--- config.mk ---
export PLATFORM = sky130hd
export DESIGN_NAME = wr_decode_pipe
export DESIGN_NICKNAME = d
export VERILOG_FILES = /design/src/rtl/wr_decode_pipe.sv
export SDC_FILE = /design/constraint.sdc
export NUM_CORES = 1
export LEC_CHECK = 0
export ABC_AREA = 0
export CORE_MARGIN = 5
export CORE_UTILIZATION = 25
export DETAILED_ROUTE_END_ITERATION = 8
export RECOVER_POWER = 100
export SETUP_SLACK_MARGIN = 0.15
export SYNTH_ARGS = -nofsm -noshare
export SYNTH_HDL_FRONTEND = slang
export SYNTH_SLANG_ARGS = --single-unit
export TNS_END_PERCENT = 20
--- constraint.sdc ---
create_clock -name clk -period 2.3 [get_ports clk]
set_clock_uncertainty 0.15 [all_clocks]
set_input_delay 0.46 -clock clk [delete_from_list [all_inputs] [get_ports clk]]
set_output_delay 0.46 -clock clk [all_outputs]
set_load 0.02 [all_outputs]
--- src/rtl/wr_decode_pipe.sv ---
// Multi-port write-address decoder with lowest-port-wins arbitration,
// one registered stage, and a saturating same-address conflict counter.
module wr_decode_pipe #(
    parameter  int ADDR_W      = 5,
    parameter  int NPORT       = 2,
    parameter  int ZERO_IDX_EN = 1,
    parameter  int CNT_W       = 8,
    localparam int NSEL        = 2 ** ADDR_W
) (
    input  logic                    clk,
    input  logic                    reset_n,
    input  logic [NPORT-1:0]        req_valid,
    input  logic [NPORT*ADDR_W-1:0] req_addr,
    input  logic                    stall,
    input  logic                    clr_cnt,
    output logic [NSEL-1:0]         wr_en,
    output logic [NPORT*NSEL-1:0]   wr_port,
    output logic                    out_valid,
    output logic                    conflict,
    output logic [CNT_W-1:0]        conflict_cnt
);

    localparam logic [ADDR_W-1:0] ZERO_IDX = {ADDR_W{1'b1}};
    localparam logic [NSEL-1:0]   ONE_HOT0 = {{(NSEL-1){1'b0}}, 1'b1};

    logic [NPORT-1:0]      live;
    logic [NPORT-1:0]      grant;
    logic [NPORT*NSEL-1:0] port_next;
    logic [NSEL-1:0]       en_next;
    logic                  conflict_next;

    // A port is live when it requests and does not target the hard-wired zero index.
    genvar gi;
    generate
        for (gi = 0; gi < NPORT; gi++) begin : g_live
            assign live[gi] = req_valid[gi] &&
                              !((ZERO_IDX_EN != 0) && (req_addr[gi*ADDR_W +: ADDR_W] == ZERO_IDX));
        end
    endgenerate

    // Any live lower port on the same address wins; every such pair is a conflict.
    always_comb begin
        grant         = live;
        conflict_next = 1'b0;
        for (int p = 1; p < NPORT; p++) begin
            for (int q = 0; q < p; q++) begin
                if (live[p] && live[q] &&
                    (req_addr[p*ADDR_W +: ADDR_W] == req_addr[q*ADDR_W +: ADDR_W])) begin
                    grant[p]      = 1'b0;
                    conflict_next = 1'b1;
                end
            end
        end
    end

    generate
        for (gi = 0; gi < NPORT; gi++) begin : g_decode
            assign port_next[gi*NSEL +: NSEL] =
                grant[gi] ? (ONE_HOT0 << req_addr[gi*ADDR_W +: ADDR_W]) : '0;
        end
    endgenerate

    always_comb begin
        en_next = '0;
        for (int p = 0; p < NPORT; p++) begin
            en_next = en_next | port_next[p*NSEL +: NSEL];
        end
    end

    always_ff @(posedge clk or negedge reset_n) begin
        if (!reset_n) begin
            wr_en        <= '0;
            wr_port      <= '0;
            out_valid    <= 1'b0;
            conflict     <= 1'b0;
            conflict_cnt <= '0;
        end else begin
            if (!stall) begin
                wr_en     <= en_next;
                wr_port   <= port_next;
                out_valid <= |en_next;
                conflict  <= conflict_next;
            end
            // Clear works through a stall; stall only blocks counting.
            if (clr_cnt) begin
                conflict_cnt <= '0;
            end else if (!stall && conflict_next && (conflict_cnt != {CNT_W{1'b1}})) begin
                conflict_cnt <= conflict_cnt + CNT_W'(1);
            end
        end
    end

endmodule

==> impl_metrics.toml <==
[run_status]
status = "finished clean"

[drt]
drt_pass1_iterations = 4
drtIter0Drc = 197
drcViolationCount = 0
vias = 3658
routedWlPerCell_um = 19.4
totalWireLength_um = 14500
via_per_inst = 4.88
ant_nets = 0

[timing]
hold_violations = 0
relSlewSlack_pct = 24.0
finalMaxSlewViolations = 0
setup_viol = 0
rsz0062_at_grt = "true"
hold_slack_ns = 0.328
tightest_slew_ns = 1.14
max_freq_mhz = 462
finalCritPeriodShare_pct = 94.1
fin_crit_ns = 2.16
fin_setup_tns_ns = 0

[power]
vdd_drop_max_uv = 381
switching_power_uw = 886
p_int_uw = 2780
pwr-share-seq_pct = 52.2
power_frac_comb_pct = 10.4
power_frac_clock_pct = 37.5
sw_frac_of_total_pct = 24.2
cellPowerDensity_nw_per_um2 = 576
p_leak_uw = 0.00346

[floorplanning]
die_h_um = 142
dieArea_um2 = 20100
ios = 122
placement_rows = 48
die_w_um = 142
start_util_pct = 25.2
core_area_um2 = 17200

[worst_setup_path]
rrSetupSlack_ns = 0.28
cpLargestDelayFamily = "buffers and inverters"
reg2reg_to = "conflict_cnt[1]"
arrival_ns = 1.55
r2r.worst_path.cells = 7
critPathRequiredTime_ns = 1.69
startpoint_type = "flip-flop"
worstPathMaxFanout = 7
critPathKind = "flip-flop to primary output"
worstSetupEndpointType = "primary output"
crit_path_cell_trace = "dlygate4sd3_1"
slowest_delay_ns = 0.72
r2r_start = "conflict_cnt[0]"
critical_path.slowest_cell = "dlygate4sd3_1"
crit_buf_inv = 1

[place]
io_buffers = 121
post-dp-hpwl_um = 10800
gp_congestion = 0.842

[clocking]
cts_sinks = 106
clk_pin_slew_ns = 0.07
clk_path_buf_depth = 2
cts_tree = "yes"
htreeDepth = 3
cts_made_buffers = 9
insertion_delay_ns = 0.34
cts_root_buf = "clkbuf_16"

[global_routing]
grt_pass1_wl_um = 22100
antenna_found_initial = 0
grt_max_degree = 40
track_usage_pct = 14.3
grt_pass1_vias = 3743
overflow = 0

[hold_path]
hold_path_class = "flip-flop to flip-flop"
min_delay_path_depth = 1
min_to = "wr_port[45]"
min_from = "wr_port[45]"

[synth]
synth_edf_count = 0
synth_warnings = 0
synth_top_area_share_pct = 61.2
mappedNetlistArea_um2 = 4340
post-synth-top-count-cell = "dfrtp_1"
yosysTopAreaCell = "dfrtp_1"
syn_avg_cell_area_um2 = 12.0
synth-seq-cells = 106
ys_top_cells_by_area = "dfrtp_1, a21o_1, a221o_1"
ys_seq_area_share_pct = 61.2
syn_nets = 379
synthArstFlopShare_pct = 100
synth_cell_types = 39
synth_commonest_cells = "dfrtp_1, a21o_1, nor2_1"
ys.flop_type = "dfrtp_1"
syn_inst = 362

[flow_run]
drv_cap = 0

[layout]
layout-drive-gt1-share_pct = 14.9
fill_cells = 1710
area_growth_syn_to_layout_pct = 46.7
nets = 539
-- cells by family after synthesis --
group	after synthesis	share of synthesized area [%]
xor gates and xnor gates	4	0.808
DFF	106	61.2
buffers and inverters	26	2.94
adders and majority gates	1	0.288
AOI/OAI and AO/OA	115	21.4
and+or+nand+nor	110	13.4
-- repair_timing --
action                                 in CTS  in global routing
resized for setup                          29                  9
hold buffers                                1                  0
buffers inserted                            4                  0
setup endpoints to repair                  61                 18
pin swaps                                   7                  6
endpoints found under the hold margin      27                  0
-- worst max path at each step --
stage | from | end | slack (ns) | cells past startpoint
2_1_floorplan | req_addr[0] | conflict_cnt[2] | -0.06 | 7
3_3_place_gp | req_addr[1] | conflict_cnt[2] | -0.58 | 7
3_5_place_dp | req_addr[1] | conflict_cnt[2] | -0.67 | 7
4_1_cts | req_addr[1] | conflict_cnt[2] | 0.12 | 7
5_1_grt | req_addr[0] | wr_en[1] | 0.08 | 11
6_report | conflict_cnt[2] | conflict_cnt[2] | 0.14 | 1
-- per-layer routing --
metal / wire (um) / global-route usage (%)
met5: 0 / 0
met3: 1140 / 4.95
met1: 6430 / 19.4
met2: 6760 / 22.4
met4: 181 / 3.03
-- worst reg2reg max path, cell delays in order (launching register included) --
cell and delay, ns:
dfrtp_1 0.41, ha_1 0.27, nand3_1 0.11, o21ai_1 0.51, clkbuf_1 0.23, nor2_1 0.06, nand3_1 0.08, a21oi_1 0.07
-- flip-flops by register name, summed over array words and instances (netlist names) --
| register | count |
|---|---|
| wr_port | 64 |
| conflict | 1 |
| wr_en | 32 |
| out_valid | 1 |
| conflict_cnt | 8 |
-- cell type report --
| type | instances | area, um^2 | share of cell area (%) |
|---|---|---|---|
| well taps | 225 | 282 | 4.42 |
| inverters | 2 | 7.51 | 0.118 |
| multi-input cells | 230 | 1620 | 25.5 |
| clock inverters | 1 | 5.00 | 0.0786 |
| clock buffers | 11 | 243 | 3.81 |
| repair buffers | 173 | 1550 | 24.3 |
| flip-flops and latches | 106 | 2650 | 41.7 |
| diodes | 1 | 2.50 | 0.0393 |
-- stage by stage --
stage	setup slack, ns	power (uW)	util (%)	cell area [um^2]	cells
global route	0.0764	3810	37.0	6360	748
CTS	0.119	3720	37.2	6390	748
floorplan	-0.0642	2110	-	4350	362
finish	0.135	3670	37.0	6360	749
global placement	-0.581	2330	35.4	6090	731
detailed placement	-0.670	2340	35.4	6090	731
-- power groups by stage --
| stage | Combinational, uW | Clock [uW] | Sequential, uW |
|---|---|---|---|
| 5_1_grt | 414 | 1480 | 1910 |
| 3_5_place_dp | 391 | 0 | 1950 |
| 3_3_place_gp | 382 | 0 | 1950 |
| 2_1_floorplan | 129 | 0 | 1980 |
| 6_report | 381 | 1370 | 1910 |
| 4_1_cts | 399 | 1410 | 1910 |
-- cell usage in the layout (no fill, tap or decap), types with 6 or more instances in the layout --
| master | Yosys | layout |
|---|---|---|
| clkbuf_1 | 19 | 10 |
| nand2_1 | 14 | 14 |
| a221o_1 | 22 | 22 |
| a21o_1 | 38 | 38 |
| nor2_1 | 37 | 37 |
| dlygate4sd3_1 | 0 | 107 |
| buf_4 | 0 | 36 |
| a22o_1 | 22 | 22 |
| nor3_1 | 10 | 9 |
| dfrtp_1 | 106 | 106 |
| clkbuf_16 | 0 | 9 |
| a211o_1 | 8 | 8 |
| nand3_1 | 8 | 7 |
| dlygate4sd2_1 | 0 | 7 |
| o21ai_0 | 8 | 6 |
Power figures use the tool's default switching activity.
==> variant: new RTL, same settings <==
Change the parameter `ZERO_IDX_EN` from 1 to 0.
--- a/src/rtl/wr_decode_pipe.sv
+++ b/src/rtl/wr_decode_pipe.sv
@@ -3,7 +3,7 @@
 module wr_decode_pipe #(
     parameter  int ADDR_W      = 5,
     parameter  int NPORT       = 2,
-    parameter  int ZERO_IDX_EN = 1,
+    parameter  int ZERO_IDX_EN = 0,
     parameter  int CNT_W       = 8,
     localparam int NSEL        = 2 ** ADDR_W
 ) (
Function: changed (a bounded check fails within 4 cycles, from zero or initial values and one cycle with reset_n low).
==> variant against the original RTL <==
Sequential share of layout area grew 0.16 points. Synthesized area is 1.5% higher. Clock power is 15% higher. Setup slack got worse by 0.032 ns. Design area down 0.39%. Wire length grew 1.0%. Sequential cell count did not move. Largest power group unchanged. Worst hold slack lost 0.12 ns. Sequential power about the same. Power grew 5.6%.
==> variant: results (changes against the original RTL) <==
<table>
<tr><th>Metric</th><th>Value</th></tr>
<tr><th colspan="2">GRT</th></tr>
<tr><td>Met2 routing resource usage after global routing</td><td>0.223 (-0.00161)</td></tr>
<tr><td>Largest net degree at the start of global routing</td><td>107 (+170%)</td></tr>
<tr><th colspan="2">Setup path</th></tr>
<tr><td>Critical path startpoint</td><td>req_valid[0]</td></tr>
<tr><td>Last element of the critical path</td><td>wr_en[1]$_DFFE_PN0N_</td></tr>
<tr><td>Worst stage delay on the critical path</td><td>0.62 ns (-0.10 ns)</td></tr>
<tr><td>Cell class contributing the biggest share of worst-path delay</td><td>simple AND/OR/NAND/NOR gates</td></tr>
<tr><td>Arrival @ worst endpoint</td><td>2.30 ns (+0.75 ns)</td></tr>
<tr><th colspan="2">Outcome</th></tr>
<tr><td>Outcome</td><td>complete, no violations</td></tr>
<tr><th colspan="2">Place</th></tr>
<tr><td>Dpl hpwl</td><td>10200 um (-5.7%)</td></tr>
<tr><td>Routability congestion estimate</td><td>0.793 (-5.8%)</td></tr>
<tr><td>Instance area at placement</td><td>6070 um^2 (-0.25%)</td></tr>
<tr><th colspan="2">Cells and area</th></tr>
<tr><td>Fraction of layout cells with a size suffix above 1</td><td>0.116 (-0.0328)</td></tr>
<tr><td>Final #Nets</td><td>562 (+4.3%)</td></tr>
<tr><th colspan="2">Detailed routing</th></tr>
<tr><td>Routed met1 length</td><td>6590 um (+2.6%)</td></tr>
<tr><td>Metal3 WL</td><td>1010 um (-11%)</td></tr>
<tr><td>Total iterations of the first detailed-routing run</td><td>5 (+1)</td></tr>
<tr><td>Per-cell routed wire length</td><td>18.9 um (-2.3%)</td></tr>
<tr><td>Wire length on met2</td><td>6870 um (+1.7%)</td></tr>
<tr><td>Drt first-iter violations</td><td>266 (+35%)</td></tr>
<tr><th colspan="2">Synthesis</th></tr>
<tr><td>Main area contributors after synthesis</td><td>sky130_fd_sc_hd__dfrtp_1 (60%), sky130_fd_sc_hd__nand2_1 (7.3%), sky130_fd_sc_hd__o21ai_0 (7.1%)</td></tr>
<tr><th colspan="2">Hold path</th></tr>
<tr><td>Start point of the worst min-delay path</td><td>stall</td></tr>
<tr><td>Number of cells on the worst hold path</td><td>2 (+1)</td></tr>
<tr><th colspan="2">Pwr</th></tr>
<tr><td>Clk pwr share</td><td>0.408 (+0.033)</td></tr>
<tr><th colspan="2">Clock network</th></tr>
<tr><td>Resized cells post-CTS</td><td>1 (-97%)</td></tr>
<tr><td>Number of hold-repair buffers added at the cts stage</td><td>0 (-1)</td></tr>
</table>
[variant: stage by stage]
| stage | power, uW | std cells | setup TNS (ns) | setup slack (ns) | hold slack (ns) |
|---|---|---|---|---|---|
| final | 3870 | 775 | 0 | 0.103 | 0.207 |
| after global routing | 4040 | 775 | 0 | 0.0549 | 0.200 |
| after CTS | 3950 | 775 | 0 | 0.168 | 0.0486 |
| after detailed placement | 2350 | 759 | -8.05 | -0.217 | 0.323 |
| after global placement | 2340 | 759 | -7.05 | -0.211 | 0.321 |
| after floorplan | 2120 | 411 | 0 | 0.260 | 0.0144 |
[variant: final cells by class]
class | count | area, um^2
clock buffers | 11 | 243
clock inverters | 5 | 60.1
fillers | 1700 | 11000
inverters | 4 | 15.0
multi-input cells | 266 | 1560
flip-flops and latches | 106 | 2650
well taps | 225 | 282
repair buffers | 158 | 1530
